`src/rtl/md_pad_pkg.sv`:
```
// md_pad_pkg: shared constants for the Mega Drive pad responder and the DB9
// reader. Holds the button/pad bit positions, the 6-button phase limit and
// the idle-timeout cycle computation.
package md_pad_pkg;

  // btn vector bit positions (active-high)
  localparam int BTN_RIGHT = 0;
  localparam int BTN_LEFT  = 1;
  localparam int BTN_DOWN  = 2;
  localparam int BTN_UP    = 3;
  localparam int BTN_A     = 4;
  localparam int BTN_B     = 5;
  localparam int BTN_C     = 6;
  localparam int BTN_START = 7;
  localparam int BTN_Z     = 8;
  localparam int BTN_Y     = 9;
  localparam int BTN_X     = 10;
  localparam int BTN_MODE  = 11;

  // pad_out bit positions (active-low DB9 lines)
  localparam int PAD_UP    = 0;
  localparam int PAD_DOWN  = 1;
  localparam int PAD_LEFT  = 2;
  localparam int PAD_RIGHT = 3;
  localparam int PAD_TL    = 4;
  localparam int PAD_TR    = 5;

  localparam int MD_PHASE_MAX = 4;

  typedef logic [2:0] md_phase_t;

  // Number of clk_sys cycles of SELECT inactivity before the phase resets.
  function automatic int timeout_cycles(input int clk_hz, input int timeout_us);
    return (clk_hz / 1000000) * timeout_us;
  endfunction

endpackage

```
`src/rtl/sync_edge.sv`:
```
// sync_edge: STAGES-flop synchroniser for an asynchronous level, plus one
// extra register for edge detection. Reset loads RST_VAL everywhere so no
// spurious edge is seen when reset is released.
//   i_clk, i_rst_n : clock, async active-low reset
//   i_d            : asynchronous input level
//   o_q            : synchronised level
//   o_rise/o_fall  : one-cycle pulses on o_q edges (same cycle o_q changes)
// STAGES must be at least 2.
module sync_edge #(
  parameter int   STAGES  = 2,
  parameter logic RST_VAL = 1'b1
) (
  input  logic i_clk,
  input  logic i_rst_n,
  input  logic i_d,
  output logic o_q,
  output logic o_rise,
  output logic o_fall
);

  logic [STAGES-1:0] r_sync;
  logic              r_d;

  always_ff @(posedge i_clk or negedge i_rst_n) begin
    if (!i_rst_n) begin
      r_sync <= {STAGES{RST_VAL}};
      r_d    <= RST_VAL;
    end else begin
      r_sync <= {r_sync[STAGES-2:0], i_d};
      r_d    <= r_sync[STAGES-1];
    end
  end

  assign o_q    = r_sync[STAGES-1];
  assign o_rise =  o_q & ~r_d;
  assign o_fall = ~o_q &  r_d;

endmodule

```
`src/rtl/md_pad_responder.sv`:
```
// md_pad_responder: device side of a Mega Drive 3/6-button pad. The host
// drives SELECT (TH); this block answers on the active-low pad lines,
// counting SELECT falling edges to walk the 6-button sequence.
//   clk_sys, reset_n : clock, async active-low reset
//   sel_in           : raw SELECT from the host (asynchronous)
//   six_btn_en       : 1 = 6-button sequence, 0 = plain 3-button pad
//   btn[11:0]        : active-high {Mode,X,Y,Z,Start,C,B,A,Up,Down,Left,Right}
//   pad_out[5:0]     : active-low {TR,TL,Right,Left,Down,Up}, registered
//   phase[2:0]       : falling-edge count 0..4 (debug)
//   timeout_pulse    : one cycle when SELECT idle time resets the phase
module md_pad_responder
  import md_pad_pkg::*;
#(
  parameter int CLK_HZ      = 50000000,
  parameter int TIMEOUT_US  = 1500,
  parameter int SYNC_STAGES = 2
) (
  input  logic        clk_sys,
  input  logic        reset_n,
  input  logic        sel_in,
  input  logic        six_btn_en,
  input  logic [11:0] btn,
  output logic [5:0]  pad_out,
  output logic [2:0]  phase,
  output logic        timeout_pulse
);

  localparam int              TERM   = timeout_cycles(CLK_HZ, TIMEOUT_US);
  localparam int              CW     = $clog2(TERM + 1);
  localparam logic [CW-1:0]   TERM_V = CW'(TERM);
  localparam md_phase_t       PH_MAX = md_phase_t'(MD_PHASE_MAX);

  logic            w_sel_s, w_rise, w_fall, w_edge, w_term_hit;
  md_phase_t       w_phase_nxt;
  logic [5:0]      w_pad_nxt;

  logic [CW-1:0]   r_idle;
  md_phase_t       r_phase;
  logic [5:0]      r_pad;
  logic            r_pulse;

  sync_edge #(
    .STAGES (SYNC_STAGES),
    .RST_VAL(1'b1)
  ) u_sel_sync (
    .i_clk  (clk_sys),
    .i_rst_n(reset_n),
    .i_d    (sel_in),
    .o_q    (w_sel_s),
    .o_rise (w_rise),
    .o_fall (w_fall)
  );

  assign w_edge     = w_rise | w_fall;
  // An edge in the terminal cycle clears the counter instead, so no pulse.
  assign w_term_hit = !w_edge && (r_idle == TERM_V - CW'(1));

  always_comb begin
    w_phase_nxt = r_phase;
    if (!six_btn_en)
      w_phase_nxt = '0;
    else if (w_fall)
      w_phase_nxt = (r_phase == PH_MAX) ? PH_MAX : r_phase + 3'd1;
    else if (w_term_hit)
      w_phase_nxt = '0;
  end

  // Output table indexed by the synchronised SELECT and the updated phase.
  always_comb begin
    w_pad_nxt = '1;
    if (w_sel_s) begin
      if (w_phase_nxt == 3'd3) begin
        w_pad_nxt[PAD_TR]    = 1'b1;
        w_pad_nxt[PAD_TL]    = 1'b1;
        w_pad_nxt[PAD_RIGHT] = ~btn[BTN_MODE];
        w_pad_nxt[PAD_LEFT]  = ~btn[BTN_X];
        w_pad_nxt[PAD_DOWN]  = ~btn[BTN_Y];
        w_pad_nxt[PAD_UP]    = ~btn[BTN_Z];
      end else begin
        w_pad_nxt[PAD_TR]    = ~btn[BTN_C];
        w_pad_nxt[PAD_TL]    = ~btn[BTN_B];
        w_pad_nxt[PAD_RIGHT] = ~btn[BTN_RIGHT];
        w_pad_nxt[PAD_LEFT]  = ~btn[BTN_LEFT];
        w_pad_nxt[PAD_DOWN]  = ~btn[BTN_DOWN];
        w_pad_nxt[PAD_UP]    = ~btn[BTN_UP];
      end
    end else begin
      w_pad_nxt[PAD_TR] = ~btn[BTN_START];
      w_pad_nxt[PAD_TL] = ~btn[BTN_A];
      case (w_phase_nxt)
        3'd3: begin  // 6-button ID: directions all low
          w_pad_nxt[PAD_RIGHT] = 1'b0;
          w_pad_nxt[PAD_LEFT]  = 1'b0;
          w_pad_nxt[PAD_DOWN]  = 1'b0;
          w_pad_nxt[PAD_UP]    = 1'b0;
        end
        3'd4: begin
          w_pad_nxt[PAD_RIGHT] = 1'b1;
          w_pad_nxt[PAD_LEFT]  = 1'b1;
          w_pad_nxt[PAD_DOWN]  = 1'b1;
          w_pad_nxt[PAD_UP]    = 1'b1;
        end
        default: begin  // 3-button pad ID: Left/Right low
          w_pad_nxt[PAD_RIGHT] = 1'b0;
          w_pad_nxt[PAD_LEFT]  = 1'b0;
          w_pad_nxt[PAD_DOWN]  = ~btn[BTN_DOWN];
          w_pad_nxt[PAD_UP]    = ~btn[BTN_UP];
        end
      endcase
    end
  end

  always_ff @(posedge clk_sys or negedge reset_n) begin
    if (!reset_n) begin
      r_idle  <= '0;
      r_phase <= '0;
      r_pad   <= '1;
      r_pulse <= 1'b0;
    end else begin
      r_phase <= w_phase_nxt;
      r_pad   <= w_pad_nxt;
      r_pulse <= w_term_hit;
      // Saturates at the terminal count so the pulse fires only once.
      if (w_edge)
        r_idle <= '0;
      else if (r_idle != TERM_V)
        r_idle <= r_idle + CW'(1);
    end
  end

  assign pad_out       = r_pad;
  assign phase         = r_phase;
  assign timeout_pulse = r_pulse;

endmodule

```
`config.mk`:
```
export PLATFORM = sky130hd
export DESIGN_NAME = md_pad_responder
export DESIGN_NICKNAME = d
export VERILOG_FILES = /design/src/rtl/md_pad_pkg.sv /design/src/rtl/sync_edge.sv /design/src/rtl/md_pad_responder.sv
export SDC_FILE = /design/constraint.sdc
export NUM_CORES = 1
export LEC_CHECK = 0
export BUFFER_PORTS_ARGS = -buffer_cell sky130_fd_sc_hd__buf_2
export CAP_MARGIN = 40
export CORE_ASPECT_RATIO = 0.9
export CORE_MARGIN = 2
export CORE_UTILIZATION = 33
export DETAILED_ROUTE_END_ITERATION = 16
export GPL_TIMING_DRIVEN = 1
export PLACE_DENSITY = 0.59
export SYNTH_ARGS = -nofsm -noshare
export SYNTH_HDL_FRONTEND = slang
export SYNTH_SLANG_ARGS = --single-unit
```
`constraint.sdc`:
```
create_clock -name clk_sys -period 4.5 [get_ports clk_sys]
set_input_delay 0.9 -clock clk_sys [delete_from_list [all_inputs] [get_ports clk_sys]]
set_output_delay 0.9 -clock clk_sys [all_outputs]
set_load 0.01 [all_outputs]
```
Word level (Yosys, flattened, before mapping)
Index checks and enable logic that the tools add are counted.
{"block": "totals", "elab_cells": 42, "out_inout_bits": 10, "regBits": 30, "in_bits": 16}
{"block": "op_classes", "bitwise": 17, "n_mux": 9, "n_reduce_logical": 3, "n_addsub": 2, "n_eq_ne": 5}
{"cell": "2-to-1 mux 17 bit", "count": 2}
{"cell": "adder 17 x 1 -> 17 bit (second input constant)", "count": 1}
{"cell": "equality test 17 bit (second input constant)", "count": 1}
{"cell": "inequality test 17 bit (second input constant)", "count": 1}
{"cell": "NOT 1 bit", "count": 14}
{"cell": "2-to-1 mux 3 bit", "count": 4}
{"cell": "2-to-1 mux 6 bit", "count": 2}
{"cell": "case mux 4 bit (2 select lines)", "count": 1}
{"cell": "equality test 3 bit (second input constant)", "count": 2}
{"cell": "adder 3 x 1 -> 3 bit (second input constant)", "count": 1}
{"cell": "equality test 3 x 2 -> 1 bit (second input constant)", "count": 1}
{"cell": "AND 1 bit", "count": 2}
{"cell": "nonzero test 2 bit", "count": 1}
{"cell": "logical AND 1 bit", "count": 1}
{"cell": "zero test 1 bit", "count": 1}
{"cell": "bitwise OR 1 bit", "count": 1}

Depth between registers and ports, before layout
{"block": "logic_depth", "ltp_word": 11, "ltp_mapped": 8, "mapped_depth_nobuf": 7}

By module
A second synthesis with hierarchy kept.
{"block": "hier_totals", "hier_cells": 148, "area_unflattened_um2": 1524.0}
{"module": "md_pad_responder", "area_each_um2": 1430.1, "cells_per_inst": 143, "instances": 1, "seq_area_each_um2": 683.2}
{"module": "sync_edge", "area_each_um2": 93.8, "cells_per_inst": 5, "instances": 1, "seq_area_each_um2": 78.8}

Worst setup path before layout
Ideal clock, no wire load.
{"block": "synth_timing", "path_kind": "flip-flop to flip-flop", "startpoint": "reg u_sel_sync.r_sync[1]", "endpoint": "reg r_pad[0] (netlist: pad_out[0])", "path_stages_with_launch": 9, "arrival_time_ns": 2.130, "required_ns": 4.425, "n_path_buf": 1, "path_slack_ns": 2.296, "setup_time_ns": 0.075, "period_less_slack_ns": 2.204, "cell_sequence": "dfstp_2 > inv_1 > ha_1 > nand4b_1 > o21bai_1 > o21ai_1 > or2_1 > buf_2 > mux2i_1"}
{"block": "synth_via", "elab_chain_len": 11, "word_cells_on_any_way": 14, "cone_classes": "eq/ne: 2; mux: 6; bitwise: 4; reduce/logical: 2"}
{"item": "start: declaration", "line_no": "sync_edge.sv:21", "source": "logic [STAGES-1:0] r_sync;"}
{"item": "start signal: assignment", "line_no": "sync_edge.sv:26", "source": "r_sync <= {STAGES{RST_VAL}};"}
{"item": "start signal: assignment", "line_no": "sync_edge.sv:29", "source": "r_sync <= {r_sync[STAGES-2:0], i_d};"}
{"item": "NOT 1 bit", "line_no": "sync_edge.sv:36", "source": "assign o_fall = ~o_q & r_d;"}
{"item": "AND 1 bit", "line_no": "sync_edge.sv:36"}
{"item": "bitwise OR 1 bit", "line_no": "md_pad_responder.sv:54", "source": "assign w_edge = w_rise | w_fall;"}
{"item": "zero test 1 bit", "line_no": "md_pad_responder.sv:56", "source": "assign w_term_hit = !w_edge && (r_idle == TERM_V - CW'(1));"}
{"item": "logical AND 1 bit", "line_no": "md_pad_responder.sv:56"}
{"item": "2-to-1 mux 3 bit", "line_no": "md_pad_responder.sv:64", "source": "else if (w_term_hit)"}
{"item": "2-to-1 mux 3 bit", "line_no": "md_pad_responder.sv:62", "source": "else if (w_fall)"}
{"item": "2-to-1 mux 3 bit", "line_no": "md_pad_responder.sv:60", "source": "if (!six_btn_en)"}
{"item": "equality test 3 bit or equality test 3 x 2 -> 1 bit (tied branches)", "line_no": "md_pad_responder.sv:90, md_pad_responder.sv:72"}
{"item": "case mux 4 bit (2 select lines) or 2-to-1 mux 6 bit (tied branches)", "line_no": "md_pad_responder.sv:90, md_pad_responder.sv:72"}
{"item": "2-to-1 mux 6 bit (*)", "line_no": "md_pad_responder.sv:71", "source": "if (w_sel_s) begin"}
{"item": "via w_pad_nxt[0]", "line_no": "md_pad_responder.sv:35", "source": "logic [5:0] w_pad_nxt;"}
{"item": "end signal: assignment", "line_no": "md_pad_responder.sv:121", "source": "r_pad <= w_pad_nxt;"}
{"item": "end: declaration", "line_no": "md_pad_responder.sv:39", "source": "logic [5:0] r_pad;"}
Mark *: on every way through the listed nets, which the timed path passes. The rest lies on a longest branch.
A chain may end at the register's enable or synchronous reset.

Worst setup path after layout
{"block": "layout_timing", "startpoint": "reg u_sel_sync.r_sync[1]", "endpoint": "reg r_pad[1] (netlist: pad_out[1])"}
Same word-level chain as after synthesis.

==> impl_results.md <==
- Status: completed
- Setup crit end kind: flip-flop
- Dominant cells by area after synthesis: dfrtp_1, dfstp_2, xnor2_1, and2_1, ha_1
- Clk slew on worst S/H paths: 0.06 ns
- GRT overflow: 0
- Core Util, Final: 41.0%
- DR vias: 1158
- PD cells: 307 nW/um^2
- R2R Path Start: u_sel_sync.r_sync[1]$_DFF_PN1_
- Pre-Repair DR Iteration Count: 5
- Final HPWL from detailed placement: around 2200 um
- Cells along the critical path: inv_1 -> ha_1 -> nand4b_1 -> o21bai_1 -> o21ai_1 -> or2_1 -> mux2i_1
- R2r setup slk: 1.74 ns
- Post-synth top area cell: dfrtp_1
- Slowest stage delay, CP: 0.61 ns
- Routed WL per cell: 12.6 um
- Crit path max-delay family: flip-flops
- Number of synthesized flops with an enable pin: 0
- Die Ht: 69.1 um
- CTS resizes: 0
- Synth-to-Final Area Change: 18.3%
- Switching power: 0.135 mW
- Leakage: 0.846 nW
- Hold path cells: 0
- Peak supply drop: 184 uV
- Placed Instances: ~230
- CTS tree: done
- Syn. warnings: 0
- Final Instance Area: 1840 um^2
- Final setup margin: approximately 1.7 ns
- # rows: 23
- Cell-internal power: 0.430 mW
- Reg2reg end: pad_out[1]$_DFF_PN1_
- Largest net degree at the start of global routing: 31
- Cell Count, Final, Fillers Out: 242
- Final Skew: 0.00387 ns
- Synthesized area: 1560 um^2
- I/O pins: 26
- Core ar.: around 4500 um^2
- Final net count: 200
- Worst-margin pin slew: 0.642 ns
- TNS Setup: 0 ns
- Area share of the largest cell type after synthesis: ~34%
- Placer Congestion: 0.784
- Post-place instance area: 1750 um^2
- Max-cap viol count: 0
- Clock share of power: 39.0%
- Setup bufs post-CTS: 0
- HP Class: flip-flop to flip-flop
- Most used DFF post-synth: dfrtp_1
- Syn Nets: between 150 and 200
- Worst setup SP type: flip-flop
- Clock Tree Buf Depth: 2
- Worst skew pair latency: approximately 0.28 ns
- Final Cycle Share: 61.4%
- Commonest non-fill, non-tap cell in the layout: buf_2
- Final setup viols: 0
- Combinational share of power: 9.2%
- CTS Sinks: 30
- Mapped Avg Cell Area: 10.4 um^2
- Hold Path End: u_sel_sync.r_sync[1]$_DFF_PN1_
- WHS: 0.358 ns
- Leading cell types in the layout, fill and taps excluded: buf_2, dfrtp_1, and2_1
- Port bufs: 25
- Initial Utilization: 34.6%
- First-pass GRT wire length: 5290 um
- Cells after Synth: 149
- Switching portion of total power: a little under a quarter
- Initial DRC count: 51
- R2R depth: 7
- Post-route minimum period: between 2 and 3 ns
- Die extent in x: 76.4 um
- Post-Place Setup Slack: about 1.7 ns
- Fraction of registers with async set/reset: between 90% and 100%
- Worst rel slew slack: 57.2%
- Final wirelength: 3050 um
- Initial antenna violation count: 0
- # diodes: 0
- Worst EP required: 4.70 ns
- Detail Route Antenna Nets: 0
- CP max stage cell: dfstp_2
- Seq/Total Area, Yosys: 49.0%
- DRC: 0
- Inserted Clock Buffers: 5
- Hold Startpoint: u_sel_sync.r_sync[0]$_DFF_PN1_
- Ratio of cells with drive above 1 in the final layout: 26.1%
- Via/cell ratio: 4.79
- CP Max Fanout: 18
- Final Max Tran Viols: 0
- Count of final hold-check violations: 0
- Vias in the first global route: 1190
- WS Path Type: flip-flop to flip-flop
- H-tree lvl count: 2
- # hold bufs at CTS: 0
- Root buf cell: clkbuf_8
- Gr usage total: between 10% and 20%
- Worst EP arrival: 2.96 ns
- Bufs and invs on worst path: 1
- Total power: 0.565 mW
- Max frequency: between 300 and 400 MHz
- Sequential fraction of design power: 51.8%
- Die area: 5280 um^2
- Unique masters post-synth: 43
- RSZ-0062 raised after global routing: false
- FF+latch count, synth: 30
==> state kept, by name, summed over array words and instances, names as in the netlist <==
name and cells:
pad_out 6, u_sel_sync.r_d 1, timeout_pulse 1, r_idle 17, phase 3, u_sel_sync.r_sync 2
==> power by group through the flow <==
stage	registers (mW)	logic [mW]	clock network, mW
finish	0.293	0.0521	0.220
CTS	0.292	0.0535	0.229
global placement	0.297	0.0513	0
global route	0.294	0.0597	0.241
floorplan	0.298	0.0282	0
detailed placement	0.297	0.0531	0
==> cell usage after synthesis, types with 3 or more instances <==
| cell | instances |
|---|---|
| a31oi_1 | 4 |
| and2_1 | 15 |
| dfrtp_1 | 21 |
| dfstp_2 | 9 |
| ha_1 | 5 |
| inv_1 | 11 |
| mux2i_1 | 3 |
| nand2_1 | 9 |
| nand3_1 | 5 |
| nor2_1 | 5 |
| nor2b_1 | 5 |
| o21ai_0 | 5 |
| o311ai_1 | 3 |
| or3_1 | 3 |
| xnor2_1 | 11 |
==> cells by family after synthesis <==
kind of cell	synth area share [%]
and+or+nand+nor	24.8
DFF	49.0
AOI/OAI and AO/OA	9.57
buffers and inverters	3.22
xor gates and xnor gates	6.76
adders and majority gates	4.02
muxes	2.65
==> worst register-to-register path, stage by stage, from the launching register on <==
cell and delay (ns):
dfstp_2 0.61, inv_1 0.12, ha_1 0.57, nand4b_1 0.27
o21bai_1 0.23, o21ai_1 0.34, or2_1 0.32, mux2i_1 0.23
==> worst max-delay path by stage <==
stage                              startpoint                   end  depth (start not counted)
3_3_place_gp   u_sel_sync.r_sync[1]$_DFF_PN1_  pad_out[0]$_DFF_PN1_                          7
5_1_grt        u_sel_sync.r_sync[1]$_DFF_PN1_  pad_out[1]$_DFF_PN1_                          7
2_1_floorplan  u_sel_sync.r_sync[1]$_DFF_PN1_  pad_out[0]$_DFF_PN1_                          8
3_5_place_dp   u_sel_sync.r_sync[1]$_DFF_PN1_  pad_out[1]$_DFF_PN1_                          7
4_1_cts        u_sel_sync.r_sync[1]$_DFF_PN1_  pad_out[1]$_DFF_PN1_                          7
6_report       u_sel_sync.r_sync[1]$_DFF_PN1_  pad_out[1]$_DFF_PN1_                          7
==> final cells by class <==
cell class / instances / area (um^2)
flip-flops and latches: 30 / 762
well taps: 62 / 77.6
fillers: 452 / 2650
multi-input cells: 106 / 743
inverters: 11 / 41.3
repair buffers: 25 / 125
clock buffers: 7 / 86.3
clock inverters: 1 / 5.00
==> metal layers <==
layer / wire length [um] / share of wire (%) / global-route usage [%]
met5: 0 / 0 / 0
met4: 69 / 2.3 / 6.87
met3: 69 / 2.3 / 4.06
met2: 1590 / 52 / 22.1
met1: 1320 / 43 / 13.9
Power figures use the tool's default switching activity.
